**src/rtl/lsu_pkg.sv**
```systemverilog
// rtl/lsu_pkg.sv - shared funct3 codes, FSM state type and request check for the load/store unit
// Contents:
//   F3_*          funct3 encodings for loads/stores
//   lsu_state_t   FSM state encoding
//   lsu_req_bad   1 when a request is illegal or misaligned
package lsu_pkg;

  localparam logic [2:0] F3_B  = 3'b000;
  localparam logic [2:0] F3_H  = 3'b001;
  localparam logic [2:0] F3_W  = 3'b010;
  localparam logic [2:0] F3_BU = 3'b100;
  localparam logic [2:0] F3_HU = 3'b101;

  // READ_MOD is kept as a named encoding; the read half of a sub-word
  // store happens in the accept cycle, so the FSM never visits it.
  typedef enum logic [1:0] {
    IDLE     = 2'd0,
    READ_MOD = 2'd1,
    WRITE    = 2'd2,
    RESP     = 2'd3
  } lsu_state_t;

  function automatic logic lsu_req_bad(input logic       write,
                                       input logic [2:0] f3,
                                       input logic [1:0] offset);
    logic illegal;
    logic misaligned;
    // Stores only have b/h/w forms, so any funct3 with bit 2 set is illegal for them.
    illegal    = (f3 == 3'b011) || (f3 == 3'b110) || (f3 == 3'b111) || (write && f3[2]);
    misaligned = (((f3 == F3_H) || (f3 == F3_HU)) && offset[0]) ||
                 ((f3 == F3_W) && (offset != 2'b00));
    return illegal || misaligned;
  endfunction

endpackage

```
**src/rtl/lsu_align.sv**
```systemverilog
// rtl/lsu_align.sv - combinational lane extract/extend for loads and lane merge for stores
// Ports:
//   word      in   32  memory word (load source, or old word for a merge)
//   offset    in   2   byte offset within the word (addr[1:0])
//   funct3    in   3   access size / signedness
//   new_data  in   32  store data; low byte/halfword used for sub-word stores
//   load_val  out  32  extracted and sign/zero-extended load value
//   merged    out  32  word with the addressed lane replaced by new_data
module lsu_align
  import lsu_pkg::*;
(
  input  logic [31:0] word,
  input  logic [1:0]  offset,
  input  logic [2:0]  funct3,
  input  logic [31:0] new_data,
  output logic [31:0] load_val,
  output logic [31:0] merged
);

  logic [7:0]  lane_b;
  logic [15:0] lane_h;

  // Little-endian: byte lane n is bits [8n+7:8n], halfword lane is picked by offset[1].
  always_comb begin
    lane_b = word[{offset, 3'b000} +: 8];
    lane_h = offset[1] ? word[31:16] : word[15:0];
  end

  always_comb begin
    load_val = 32'd0;
    case (funct3)
      F3_B:    load_val = {{24{lane_b[7]}}, lane_b};
      F3_BU:   load_val = {24'd0, lane_b};
      F3_H:    load_val = {{16{lane_h[15]}}, lane_h};
      F3_HU:   load_val = {16'd0, lane_h};
      F3_W:    load_val = word;
      default: load_val = 32'd0;
    endcase
  end

  always_comb begin
    merged = word;
    case (funct3)
      F3_B:    merged[{offset, 3'b000} +: 8]      = new_data[7:0];
      F3_H:    merged[{offset[1], 4'b0000} +: 16] = new_data[15:0];
      default: merged = new_data;
    endcase
  end

endmodule

```
**src/rtl/load_store_unit.sv**
```systemverilog
// rtl/load_store_unit.sv - sub-word load/store unit between control stage and word-wide data memory
// Ports:
//   clk, rst             clock, synchronous active-high reset
//   req_valid/req_write  request present / 1 = store
//   funct3, addr, wdata  access type, byte address, store data
//   stall                hold pipeline until the op completes
//   done, err, rdata     completion pulse, error flag, extended load result
//   mem_A/WE/WD/RD       word-aligned data memory port
module load_store_unit
  import lsu_pkg::*;
#(
  parameter int ADDRESS_WIDTH = 32,
  parameter int DATA_WIDTH    = 32
) (
  input  logic                     clk,
  input  logic                     rst,
  input  logic                     req_valid,
  input  logic                     req_write,
  input  logic [2:0]               funct3,
  input  logic [ADDRESS_WIDTH-1:0] addr,
  input  logic [DATA_WIDTH-1:0]    wdata,
  output logic                     stall,
  output logic                     done,
  output logic                     err,
  output logic [DATA_WIDTH-1:0]    rdata,
  output logic [ADDRESS_WIDTH-1:0] mem_A,
  output logic                     mem_WE,
  output logic [DATA_WIDTH-1:0]    mem_WD,
  input  logic [DATA_WIDTH-1:0]    mem_RD
);

  lsu_state_t               state;
  logic [ADDRESS_WIDTH-1:0] addr_q;
  logic [DATA_WIDTH-1:0]    wdata_q;
  logic [2:0]               funct3_q;
  logic                     write_q;
  logic [DATA_WIDTH-1:0]    merge_buf;

  logic                     in_idle;
  logic                     accept;
  logic                     bad;
  logic                     sw_now;
  logic [ADDRESS_WIDTH-1:0] cur_addr;
  logic [DATA_WIDTH-1:0]    align_word;
  logic [2:0]               align_f3;
  logic [DATA_WIDTH-1:0]    load_val;
  logic [DATA_WIDTH-1:0]    merged;

  // In IDLE the live request drives the memory port and aligner; afterwards
  // the captured request does, so the core may change its inputs freely.
  always_comb begin
    in_idle    = (state == IDLE);
    accept     = in_idle && req_valid;
    bad        = lsu_req_bad(req_write, funct3, addr[1:0]);
    sw_now     = accept && req_write && (funct3 == F3_W) && !bad;
    cur_addr   = in_idle ? addr : addr_q;
    align_word = in_idle ? mem_RD : merge_buf;
    align_f3   = in_idle ? funct3 : funct3_q;
    mem_A      = {cur_addr[ADDRESS_WIDTH-1:2], 2'b00};
    mem_WE     = !rst && (sw_now || (state == WRITE));
    mem_WD     = (state == WRITE) ? merged : wdata;
    stall      = (state != RESP) && (!in_idle || req_valid);
  end

  lsu_align u_align (
    .word     (align_word),
    .offset   (cur_addr[1:0]),
    .funct3   (align_f3),
    .new_data (wdata_q),
    .load_val (load_val),
    .merged   (merged)
  );

  // done/err are registered: they are set on the transition into RESP and
  // cleared on every other cycle, so they pulse exactly while in RESP.
  always_ff @(posedge clk) begin
    if (rst) begin
      state     <= IDLE;
      done      <= 1'b0;
      err       <= 1'b0;
      rdata     <= '0;
      addr_q    <= '0;
      wdata_q   <= '0;
      funct3_q  <= F3_B;
      write_q   <= 1'b0;
      merge_buf <= '0;
    end else begin
      done <= 1'b0;
      err  <= 1'b0;
      case (state)
        IDLE: begin
          if (req_valid) begin
            addr_q   <= addr;
            wdata_q  <= wdata;
            funct3_q <= funct3;
            write_q  <= req_write;
            if (bad) begin
              state <= RESP;
              done  <= 1'b1;
              err   <= 1'b1;
              if (!req_write) rdata <= '0;
            end else if (!req_write) begin
              rdata <= load_val;
              state <= RESP;
              done  <= 1'b1;
            end else if (funct3 == F3_W) begin
              state <= RESP;
              done  <= 1'b1;
            end else begin
              merge_buf <= mem_RD;
              state     <= WRITE;
            end
          end
        end
        WRITE: begin
          state <= RESP;
          done  <= 1'b1;
        end
        RESP:    state <= IDLE;
        default: state <= IDLE;
      endcase
    end
  end

endmodule

```
**config.mk**
```make
export PLATFORM = sky130hd
export DESIGN_NAME = load_store_unit
export DESIGN_NICKNAME = d
export VERILOG_FILES = /design/src/rtl/lsu_pkg.sv /design/src/rtl/lsu_align.sv /design/src/rtl/load_store_unit.sv
export SDC_FILE = /design/constraint.sdc
export NUM_CORES = 1
export LEC_CHECK = 0
export CAP_MARGIN = 20
export CORE_MARGIN = 4
export CORE_UTILIZATION = 45
export DETAILED_ROUTE_END_ITERATION = 6
export HOLD_SLACK_MARGIN = 0.08
export PLACE_DENSITY = 0.75
export SLEW_MARGIN = 0
export SYNTH_ARGS = -nofsm -noshare
export SYNTH_HDL_FRONTEND = slang
export SYNTH_SLANG_ARGS = --single-unit
export TNS_END_PERCENT = 5
```
**constraint.sdc**
```tcl
create_clock -name clk -period 4.7 [get_ports clk]
set_input_delay 1.175 -clock clk [delete_from_list [all_inputs] [get_ports clk]]
set_output_delay 1.175 -clock clk [all_outputs]
set_load 0.01 [all_outputs]
```
**Yosys cells after proc, flatten, opt, wreduce, memory -nomap -nowiden**

Index checks and enable logic that the tools add are counted.

- Word-level logic and storage cells: 83
- Input bits: 103
- Flip-flop bits (word level): 135
- Output and inout bits: 100

- Equal/unequal tests: 13
- Bitwise logic cells: 5
- Mux-type cells: 23
- Reduce and logical (&&, ||, !) cells: 27
- Shifts and indexed selects: 5
- Add/subtract/negate cells: 2

Operators by type and width:

| kind | number |
|---|---|
| $mux 32 | 6 |
| $pmux 32 s5 | 1 |
| $bwmux 32 | 2 |
| $pmux 32 s2 | 1 |
| $shift 16x7->32 const A | 1 |
| $shift 8x7->32 const A | 1 |
| $shiftx 16x7->32 | 1 |
| $shiftx 32x6->8 | 1 |
| $shiftx 8x7->32 | 1 |
| $mux 16 | 1 |
| $eq 3x3->1 const B | 5 |
| $neg 5->7 | 2 |
| $eq 3x2->1 const B | 3 |
| $logic_and 1x1->1 | 9 |
| $logic_or 1x1->1 | 8 |
| $mux 1 | 8 |
| $eq 3x1->1 const B | 2 |
| $not 1->1 | 5 |
| $reduce_and 5->1 | 1 |
| $ne 2x2->1 const B | 2 |
| $pmux 2 s2 | 1 |
| $logic_not 1->1 | 3 |
| $logic_not 3->1 | 1 |
| $mux 3 | 1 |
| 8 further kinds | 8 |

**Logic depth before layout (Yosys ltp)**

- Word-level depth: 9
- Depth in mapped cells: 13
- Mapped depth without buffers: 9

**Modules after synthesis**

From an unflattened synthesis, not the netlist that was laid out.

- Cells, all modules: 986
- Area total of the unflattened synthesis: 8471.9 µm²

By module, submodules not included:

| module | cells an instance | area each (µm²) | times used | seq. area each (µm²) |
|---|---|---|---|---|
| load_store_unit | 746 | 6770.2 | 1 | 2702.6 |
| lsu_align | 240 | 1701.6 | 1 | 0.0 |

**Worst setup path before layout**

No wires, ideal clock.

- Kind: in2out
- From: input port addr[1]
- To: output port mem_WD[29]
- Arrival: 2906 ps
- Buffers on the path: 3
- Slack: 619 ps
- Cell stages on the path: 10
- Path through: buf_2 mux2i_1 buf_2 inv_1 ha_1 nor2b_1 buf_1 a31oi_1 a2bb2oi_1 a31oi_1

- Cells in the longest elaborated chain, start to end: 6
- Elaborated cells on any way between the ends: 11
- Classes of those cells: add/sub (2); shift (4); mux (5)

RTL lines:

| element | line | text |
|---|---|---|
| start: declaration | load_store_unit.sv:20 | `input logic [ADDRESS_WIDTH-1:0] addr,` |
| $mux 32 * | load_store_unit.sv:56 | `cur_addr = in_idle ? addr : addr_q;` |
| $neg 5->7, on equally long branches | lsu_align.sv:45, lsu_align.sv:44 |  |
| $shiftx 16x7->32, or another cell as far along | lsu_align.sv:45 | `F3_H: merged[{offset[1], 4'b0000} +: 16] = new_data[15:0];` |
| $bwmux 32, on equally long branches | lsu_align.sv:45, lsu_align.sv:44 |  |
| $pmux 32 s2 * | lsu_align.sv:43 | `case (funct3)` |
| $mux 32 * | load_store_unit.sv:61 | `mem_WD = (state == WRITE) ? merged : wdata;` |
| end: declaration | load_store_unit.sv:28 | `output logic [DATA_WIDTH-1:0] mem_WD,` |

Mark *: on every way between the ends. The rest lies on a longest branch, timed or not.

**Worst setup path in the final report**

- From: input port addr[1]
- To: output port mem_WD[24]

Same word-level chain as after synthesis.

==> impl_metrics.json <==
{
  "ys_seq_area_share_pct": 35.4,
  "gp_congestion": 0.977,
  "initial_core_util_pct": 46.1,
  "crit_required_ns": 3.52,
  "drive_gt1_share_pct": 9.46,
  "syn_inst": 1074,
  "synthTopCellsByArea": "dfxtp_1, nand2_1, a21oi_1",
  "clock_skew_ns": 0.0101,
  "overflow": 0,
  "place_area_um2": 9950,
  "cts_tree": "built",
  "async_reset_ff_share_pct": 0,
  "syn-cell-area_um2": 7640,
  "seq_area_um2": 2700,
  "crit_arrival_ns": 3.48,
  "yosys_warnings": 0,
  "place_ws_ns": -0.180,
  "antenna_found_initial": 2,
  "r2r-end": "rdata[15]",
  "drv_cap": 0,
  "layout_commonest_cell": "nand2_1",
  "synth_area_per_cell_um2": 7.11,
  "cts.clk_slew.worst_paths_ns": 0.06,
  "reg2reg_depth": 7,
  "min_from": "merge_buf[0]",
  "ios": 203,
  "peakVddDrop_mv": 0.265,
  "synth_compound_area_share_pct": 26.6,
  "clk_path_buf_depth": 2,
  "cts_num_sinks": 135,
  "power.density_nw_per_um2": 320,
  "synthXorXnorAreaFrac_pct": 0,
  "grt_max_degree": 71,
  "finalSetupViolCount": 0,
  "slew_viol_final": 0,
  "hold_path_end": "merge_buf[0]",
  "worstSetupEndpointType": "primary output",
  "filler_cell_count": 1459,
  "yosys_register_bits": 135,
  "rsz0062_at_grt": "true",
  "multi_input_area_um2": 4600,
  "grt_usage_pct": 27.5,
  "netlist.area_leader.share_pct": 35.4,
  "cts_setup_buffers": 0,
  "synth-main-ff-cell": "dfxtp_1",
  "fin_nets": 1364,
  "vias": 8545,
  "muxShareOfSynthArea_pct": 6.31,
  "status": "complete, but fails checks",
  "wl_per_cell_um": 18.4,
  "rr_startpoint": "state[1]",
  "numCtsBuffers": 17,
  "fp.coreArea_um2": 16600,
  "grt_pass1_vias": 7950,
  "hold_depth": 2,
  "die_area_um2": 19100,
  "synth_top_family_by_area": "compound AO/OA/AOI/OAI gates",
  "fin_crit_sh_pct": 99.0,
  "final_cell_mix": "nand2_1, clkdlybuf4s50_1, a21oi_1",
  "yosys.area_share.simple_pct": 25.5,
  "area_growth_pct": 38.0,
  "dr.pass1.iters": 7,
  "critPathLaunchType": "input port",
  "die_width_um": 138,
  "path_class": "in2out",
  "min_period_ns": 4.65,
  "fin_ws_ns": 0.0452,
  "clk_latency_ns": 0.43,
  "final_area_um2": 10500,
  "yosysUniqueCellTypes": 59,
  "path_max_fanout": 8,
  "finalPower_mw": 3.37,
  "drc": 9,
  "rows": 47,
  "root_buffer": "clkbuf_16",
  "grt_pass1_wl_mm": 43.0,
  "dr.first_iter.drc_count": 990,
  "die_h_um": 138,
  "n_antenna_cell": 0,
  "hpwl_mm": 19.4,
  "htreeDepth": 4,
  "tightest_slew_ns": 0.901,
  "p_leak_nw": 4.12,
  "timing.slew.headroom_pct": 39.6,
  "failed_checks": "design-rule violations",
  "hold_viol": 0,
  "min_path_type": "reg2reg",
  "synth_fa_ha_area_share_pct": 0.491,
  "synth_edf_count": 0,
  "yosysTopAreaCell": "dfxtp_1",
  "wl_mm": 27.4,
  "fmax_mhz": 215,
  "avgViaCountPerCell": 5.74,
  "detail-route-antenna-nets": 0,
  "ff2ff_setup_slack_ns": 1.17,
  "io_buffers": 200
}
-- per-layer routing --
metal / track usage (%) / routed length [µm] / vias to the layer above
met5: 0 / 23 / -
met4: 10.2 / 946 / 4
met3: 7.63 / 2580 / 78
met2: 43.1 / 12700 / 409
met1: 36.2 / 11200 / 3959
li1: - / - / 4095
-- registers in the layout, summed over array words and instances (netlist names) --
name,count
addr_q,32
done,1
err,1
funct3_q,3
merge_buf,32
rdata,32
state,2
wdata_q,32
-- timing repair --
item,in CTS,in global routing
pin swaps,4,2
hold buffers,0,0
resized for setup,27,17
setup endpoints to repair,33,15
-- cells by family (layout without fill, tap and decap cells) --
logic type,count (synthesis),after routing
multiplexers,47,47
flip-flops,135,135
AND/OR/NAND/NOR,470,470
buffers and inverters,96,290
other,1,2
AO/OA/AOI/OAI,322,322
adder cells (fa/ha/maj),3,3
-- synth_stat cells (2+ instances only) --
master    count
mux2i_1      43
a22oi_1       7
nand3_1      17
o22a_1        5
nor4_1        3
and3_1        3
a32oi_1       8
clkbuf_1     54
buf_4         4
nor3_1        4
mux2_2        2
buf_1         7
nor2_4        2
a222oi_1      8
a21oi_1     150
o221ai_1      9
inv_1         5
a211oi_1      2
a221o_1      12
nand2b_1     15
o21ai_1       5
nor2_1       40
dfxtp_1     135
nor2b_1       9
nand2_1     364
o211ai_1     11
buf_6         4
a31oi_1      10
o21ai_0      46
buf_2        22
o21a_1       20
ha_1          3
o22ai_1      13
a22o_1        7
-- cell type report --
class,instances,share of cell area (%)
clock inverter,9,0.522
tap,220,2.61
multi-input combinational,844,43.7
inverter,5,0.178
sequential,135,25.6
timing repair buffer,255,23.0
clock buffer,21,4.37
-- stage by stage --
step	hold WS (ns)	cells	utilization [%]	TNS, ns
2_1_floorplan	0.436	1075	-	0
3_3_place_gp	0.441	1459	60.0	-2.15
3_5_place_dp	0.447	1459	60.0	-2.28
4_1_cts	0.455	1489	63.1	-0.166
5_1_grt	0.470	1489	63.6	-0.0243
6_report	0.452	1489	63.6	0
-- where the power goes --
group	internal (mW)	total [mW]	switching, mW
clock network	0.690	1.18	0.494
logic	0.413	0.947	0.534
registers	1.19	1.24	0.0489
-- worst max path at each step --
stage               slack [ns]          to  cells after the start      start
floorplan                 0.62  mem_WD[29]                     10    addr[1]
CTS                       -0.1  mem_WD[21]                     11    addr[1]
global route             -0.02  mem_WD[24]                     10  funct3[0]
finish                    0.05  mem_WD[24]                     10    addr[1]
detailed placement       -0.18      mem_WE                      7    addr[0]
global placement         -0.14      mem_WE                      7    addr[0]
-- critical path, cell delays in order --
cell and delay, ns:
clkdlybuf4s50_1 0.45, mux2i_2 0.18, inv_1 0.11, ha_4 0.29, nor2b_1 0.15, buf_4 0.17, a31oi_2 0.10, o22ai_2 0.16
o22a_1 0.17, clkdlybuf4s50_1 0.53
Power figures use the tool's default switching activity.
==> RTL change 1: new RTL, same flow settings <==
Put one more register stage on the output `err`, with the module's reset. The value now appears one clock later. The other outputs are not delayed to match. Comments in the files are not updated.
--- a/src/rtl/load_store_unit.sv
+++ b/src/rtl/load_store_unit.sv
@@ -30,2 +30,4 @@
 );
+
+  logic err_s0;
 
@@ -79,3 +81,3 @@
       done      <= 1'b0;
-      err       <= 1'b0;
+      err_s0    <= 1'b0;
       rdata     <= '0;
@@ -88,3 +90,3 @@
       done <= 1'b0;
-      err  <= 1'b0;
+      err_s0 <= 1'b0;
       case (state)
@@ -99,3 +101,3 @@
               done  <= 1'b1;
-              err   <= 1'b1;
+              err_s0 <= 1'b1;
               if (!req_write) rdata <= '0;
@@ -124,2 +126,10 @@
 
+  always_ff @(posedge clk) begin
+    if (rst) begin
+      err <= '0;
+    end else begin
+      err <= err_s0;
+    end
+  end
+
 endmodule
Behaviour: not the same (Yosys sat finds a counterexample within 4 cycles, from zero or initial values and one cycle with rst high).
==> RTL change 1 against the unedited design <==
Sequential share of layout area is 0.18 points higher; wire length up 0.12%; synthesized area is 0.54% lower; non-clock buffer count up 3; register-to-register slack better by 0.28 ns; total power rose by 5.5%; core utilization barely moved; count of clock-buffer cells in the layout shrank 2; design area about the same; sequential cell count grew 1; worst setup slack lost 0.027 ns; clock skew increased by 0.00057 ns; largest cell class unchanged; highest routed layer unchanged.
==> RTL change 1: results (changes against the unedited design) <==
stage,metric,value,unit,change
global_routing,track_usage,28.69,%,was 27.47%
yosys,synth.distinct_cells,57,,was 59
route,route.met2.wl,12220,um,"was 12,660 um"
critical_path,crit_end,mem_WD[9],,was mem_WD[24]
clock_network,htree_levels,4,,unchanged
critical_path,cp_top_family,buffers and inverters,,unchanged
yosys,synth.cells.most_frequent,"371 x nand2_1, 136 x a21oi_1, 136 x dfxtp_1",,"was 364 x nand2_1, 150 x a21oi_1, 135 x dfxtp_1"
route,dr_total_vias,8479,,"was 8,545"
placement,dp.cells,1452,,"was 1,459"
global_routing,grt_pass1_vias,7889,,"was 7,950"
cells_and_area,synthToLayoutAreaGrowth,38.81,%,was 37.99%
min_path,min_to,err,,was merge_buf[0]
global_routing,met1_usage,36.57,%,was 36.22%
clock_network,postCtsSetupBuffers,0,,unchanged
critical_path,slowest_delay,0.50,ns,was 0.53 ns
global_routing,grt_pass1_wl,42310,um,"was 42,980 um"
route,wl,27400,um,"was 27,370 um"
critical_path,reg2regPathDepth,8,,was 7
power_and_ir_drop,irDropWorstVdd,0.0002834,V,was 0.0002646 V
route,drt-pass1-iter-count,6,,was 7
critical_path,r2r_slack,1.45,ns,was 1.17 ns
timing,finClkSkew,0.01068,ns,was 0.01010 ns
timing,layout_min_cycle_time,4.681,ns,was 4.655 ns
yosys,async_reset_ff_share,0,%,unchanged
cells_and_area,diodes,0,,unchanged
cells_and_area,nNetsFinal,1357,,"was 1,364"
yosys,avgSynthCellArea,7.146,um^2,was 7.111 um^2
yosys,syn-cell-area,7596,um^2,was 7637 um^2
global_routing,met3_usage,7.801,%,was 7.631%
global_routing,antenna_found_initial,1,,was 2
placement,place_congestion,0.9151,,was 0.9774
route,wl_met3,2648,um,was 2580 um
placement,place_hpwl,19560,um,"was 19,440 um"
timing,setup_viol,0,,unchanged
min_path,min-delay-start,err_s0,,was merge_buf[0]
timing,worst_hold_slack,0.4412,ns,was 0.4516 ns
critical_path,worst_ep_arrival_time,3.51,ns,was 3.48 ns
route,drt-initial-drc-count,1132,,was 990
global_routing,grt_max_degree,71,,unchanged
route,viasPerCell,5.717,,was 5.739
min_path,min_path_cells,1,,was 2
yosys,synthTopCellsByArea,"dfxtp_1 36%, nand2_1 18%, a21oi_1 9.0%",,"was dfxtp_1 35%, nand2_1 18%, a21oi_1 9.8%"
timing,worst_pin_slew,0.8467,ns,was 0.9006 ns
placement,dpl_cell_area,9961,um^2,was 9955 um^2
global_routing,grtUsageMet2,43.03,%,was 43.14%
route,drt-met1-wl,10830,um,"was 11,160 um"
power_and_ir_drop,p_leak,4.049,nW,was 4.124 nW
clock_network,clkLatencyLatePin,0.42,ns,
critical_path,critPathLaunch,addr[0],,was addr[1]
outcome,status,"complete, no violations",,"was complete, but fails checks"
cells_and_area,layout-drive-gt1-share,10.06,%,was 9.456%
cells_and_area,fillCellCount,1499,,"was 1,459"
critical_path,worstReg2RegEnd,rdata[4],,was rdata[15]
placement,pre_cts_slack,-0.2179,ns,was -0.1800 ns
yosys,synth-seq-area-share,35.84,%,was 35.39%
==> RTL change 1: area by class of cell <==
type                    count  share of cell area [%]
well taps                 220                   2.611
flip-flops and latches    136                   25.82
repair buffers            258                   23.02
inverters                   3                  0.1068
clock inverters            12                   1.424
clock buffers              19                   4.296
multi-input cells         835                   42.72
==> RTL change 1: what timing repair did <==
item                                    4_1_cts  5_1_grt
hold endpoints to repair                      0        0
hold buffers                                  0        0
endpoints found under the setup margin       33       18
pin swaps                                     3        5
resized for setup                            35        8
==> RTL change 1: logic make-up after synthesis <==
kind of cell / count (synthesis) / synth area share [%]
DFF: 136 / 35.84
buffers and inverters: 93 / 5.320
AOI/OAI and AO/OA: 321 / 27.00
muxes: 37 / 5.222
and+or+nand+nor: 472 / 26.07
other: 1 / 0.04937
adders and majority gates: 3 / 0.4942
==> RTL change 1: report_power, final <==
part | switching (mW) | internal, mW
clock network | 0.515 | 0.857
registers | 0.0476 | 1.20
logic | 0.532 | 0.404
==> RTL change 2: new RTL, config.mk and constraints unchanged <==
Without the edit above. Change the parameter `ADDRESS_WIDTH` from 32 to 64.
--- a/src/rtl/load_store_unit.sv
+++ b/src/rtl/load_store_unit.sv
@@ -11,3 +11,3 @@
 #(
-  parameter int ADDRESS_WIDTH = 32,
+  parameter int ADDRESS_WIDTH = 64,
   parameter int DATA_WIDTH    = 32
Interface: changed (resized addr and mem_A); port bits go from 203 to 267. The function was not compared with the original's and may differ.
==> RTL change 2 against the unedited design <==
The run ends with design-rule violations, negative setup slack left; worst setup slack got worse by 0.13 ns; design area grew 20%; wire length grew 19%; die area increased by 18%; synthesized area rose by 19%; total power rose by 20%; sequential share of layout area is 0.88 points higher; sequential cell count up 32; largest cell class unchanged.
==> RTL change 2: results (changes against the unedited design) <==
stage,metric,value,unit,change
power_and_ir_drop,irDropWorstVdd,0.0002704,V,was 0.0002646 V
placement,pre_cts_slack,-0.2194,ns,was -0.1800 ns
cells_and_area,layout-drive-gt1-share,7.216,%,was 9.456%
global_routing,grtUsageMet2,42.90,%,was 43.14%
route,routed.top_layer,met4,,was met5
route,drt-initial-drc-count,996,,was 990
global_routing,grt_pass1_vias,9188,,"was 7,950"
global_routing,grt_pass1_wl,50290,um,"was 42,980 um"
cells_and_area,nNetsFinal,1678,,"was 1,364"
yosys,synth.area.mux_share,5.233,%,was 6.307%
outcome,violations,"design-rule violations, negative setup slack",,was design-rule violations
timing,setup_viol,1,,was 0
timing,worst_hold_slack,0.4537,ns,was 0.4516 ns
timing,setup_tns,-0.08388,ns,was 0 ns
route,drc_errors,4,,was 9
min_path,min_to,addr_q[10],,was merge_buf[0]
placement,place_congestion,0.9439,,was 0.9774
route,dr_total_vias,10188,,"was 8,545"
critical_path,reg2regPathDepth,9,,was 7
yosys,synth-seq-area-share,36.70,%,was 35.39%
route,drt-met1-wl,13920,um,"was 11,160 um"
placement,portBuffers,264,,was 200
route,wl_met3,2876,um,was 2580 um
yosys,synth-compound-area-share,23.60,%,was 26.56%
global_routing,met1_usage,39.40,%,was 36.22%
power_and_ir_drop,seqPwrFrac,38.0,%,was 36.9%
yosys,synth.cells.most_frequent,"534 x nand2_1, 167 x dfxtp_1, 161 x a21oi_1",,"was 364 x nand2_1, 150 x a21oi_1, 135 x dfxtp_1"
route,route.met2.wl,15000,um,"was 12,660 um"
placement,place_hpwl,22790,um,"was 19,440 um"
placement,dp.cells,1784,,"was 1,459"
power_and_ir_drop,p_leak,4.937,nW,was 4.124 nW
global_routing,met3_usage,6.291,%,was 7.631%
global_routing,track_usage,28.01,%,was 27.47%
route,wl_per_cell,17.93,um,was 18.38 um
yosys,avgSynthCellArea,6.933,um^2,was 7.111 um^2
global_routing,antenna_found_initial,1,,was 2
power_and_ir_drop,swShare,31.61,%,was 31.89%
timing,setup_ws,-0.08388,ns,was 0.04521 ns
outcome,status,"complete, but fails checks",,unchanged
yosys,yosys.area_share.adder,0.4120,%,was 0.4915%
power_and_ir_drop,power_density,321.8,nW/um^2,was 320.1 nW/um^2
timing,finClkSkew,0.007630,ns,was 0.01010 ns
timing,max_slew_margin,26.19,%,was 39.63%
RTL change 2: worst max path at each step:
| stage | startpoint | end | slack, ns |
|---|---|---|---|
| after floorplan | addr[0] | mem_WD[18] | 0.40 |
| after global placement | addr[1] | mem_WD[20] | -0.16 |
| after detailed placement | addr[1] | mem_WD[20] | -0.22 |
| after CTS | addr[1] | mem_WD[20] | -0.11 |
| after global routing | addr[1] | mem_WD[28] | -0.24 |
| final | addr[1] | mem_WD[28] | -0.08 |
RTL change 2: cell type report:
type	instances	area [um^2]
timing repair buffer	315	3025
clock inverter	11	127.6
antenna	1	2.502
clock buffer	20	446.7
multi-input combinational	1034	5310
inverter	5	18.77
sequential	167	3343
fill	1780	7112
tap	265	331.6
RTL change 2: repair_timing:
action | CTS | global route
endpoints found under the setup margin | 31 | 10
gates resized for setup | 33 | 5
pin swaps | 1 | 4
hold buffers | 0 | 0
buffers inserted | 1 | 0
hold endpoints to repair | 0 | 0
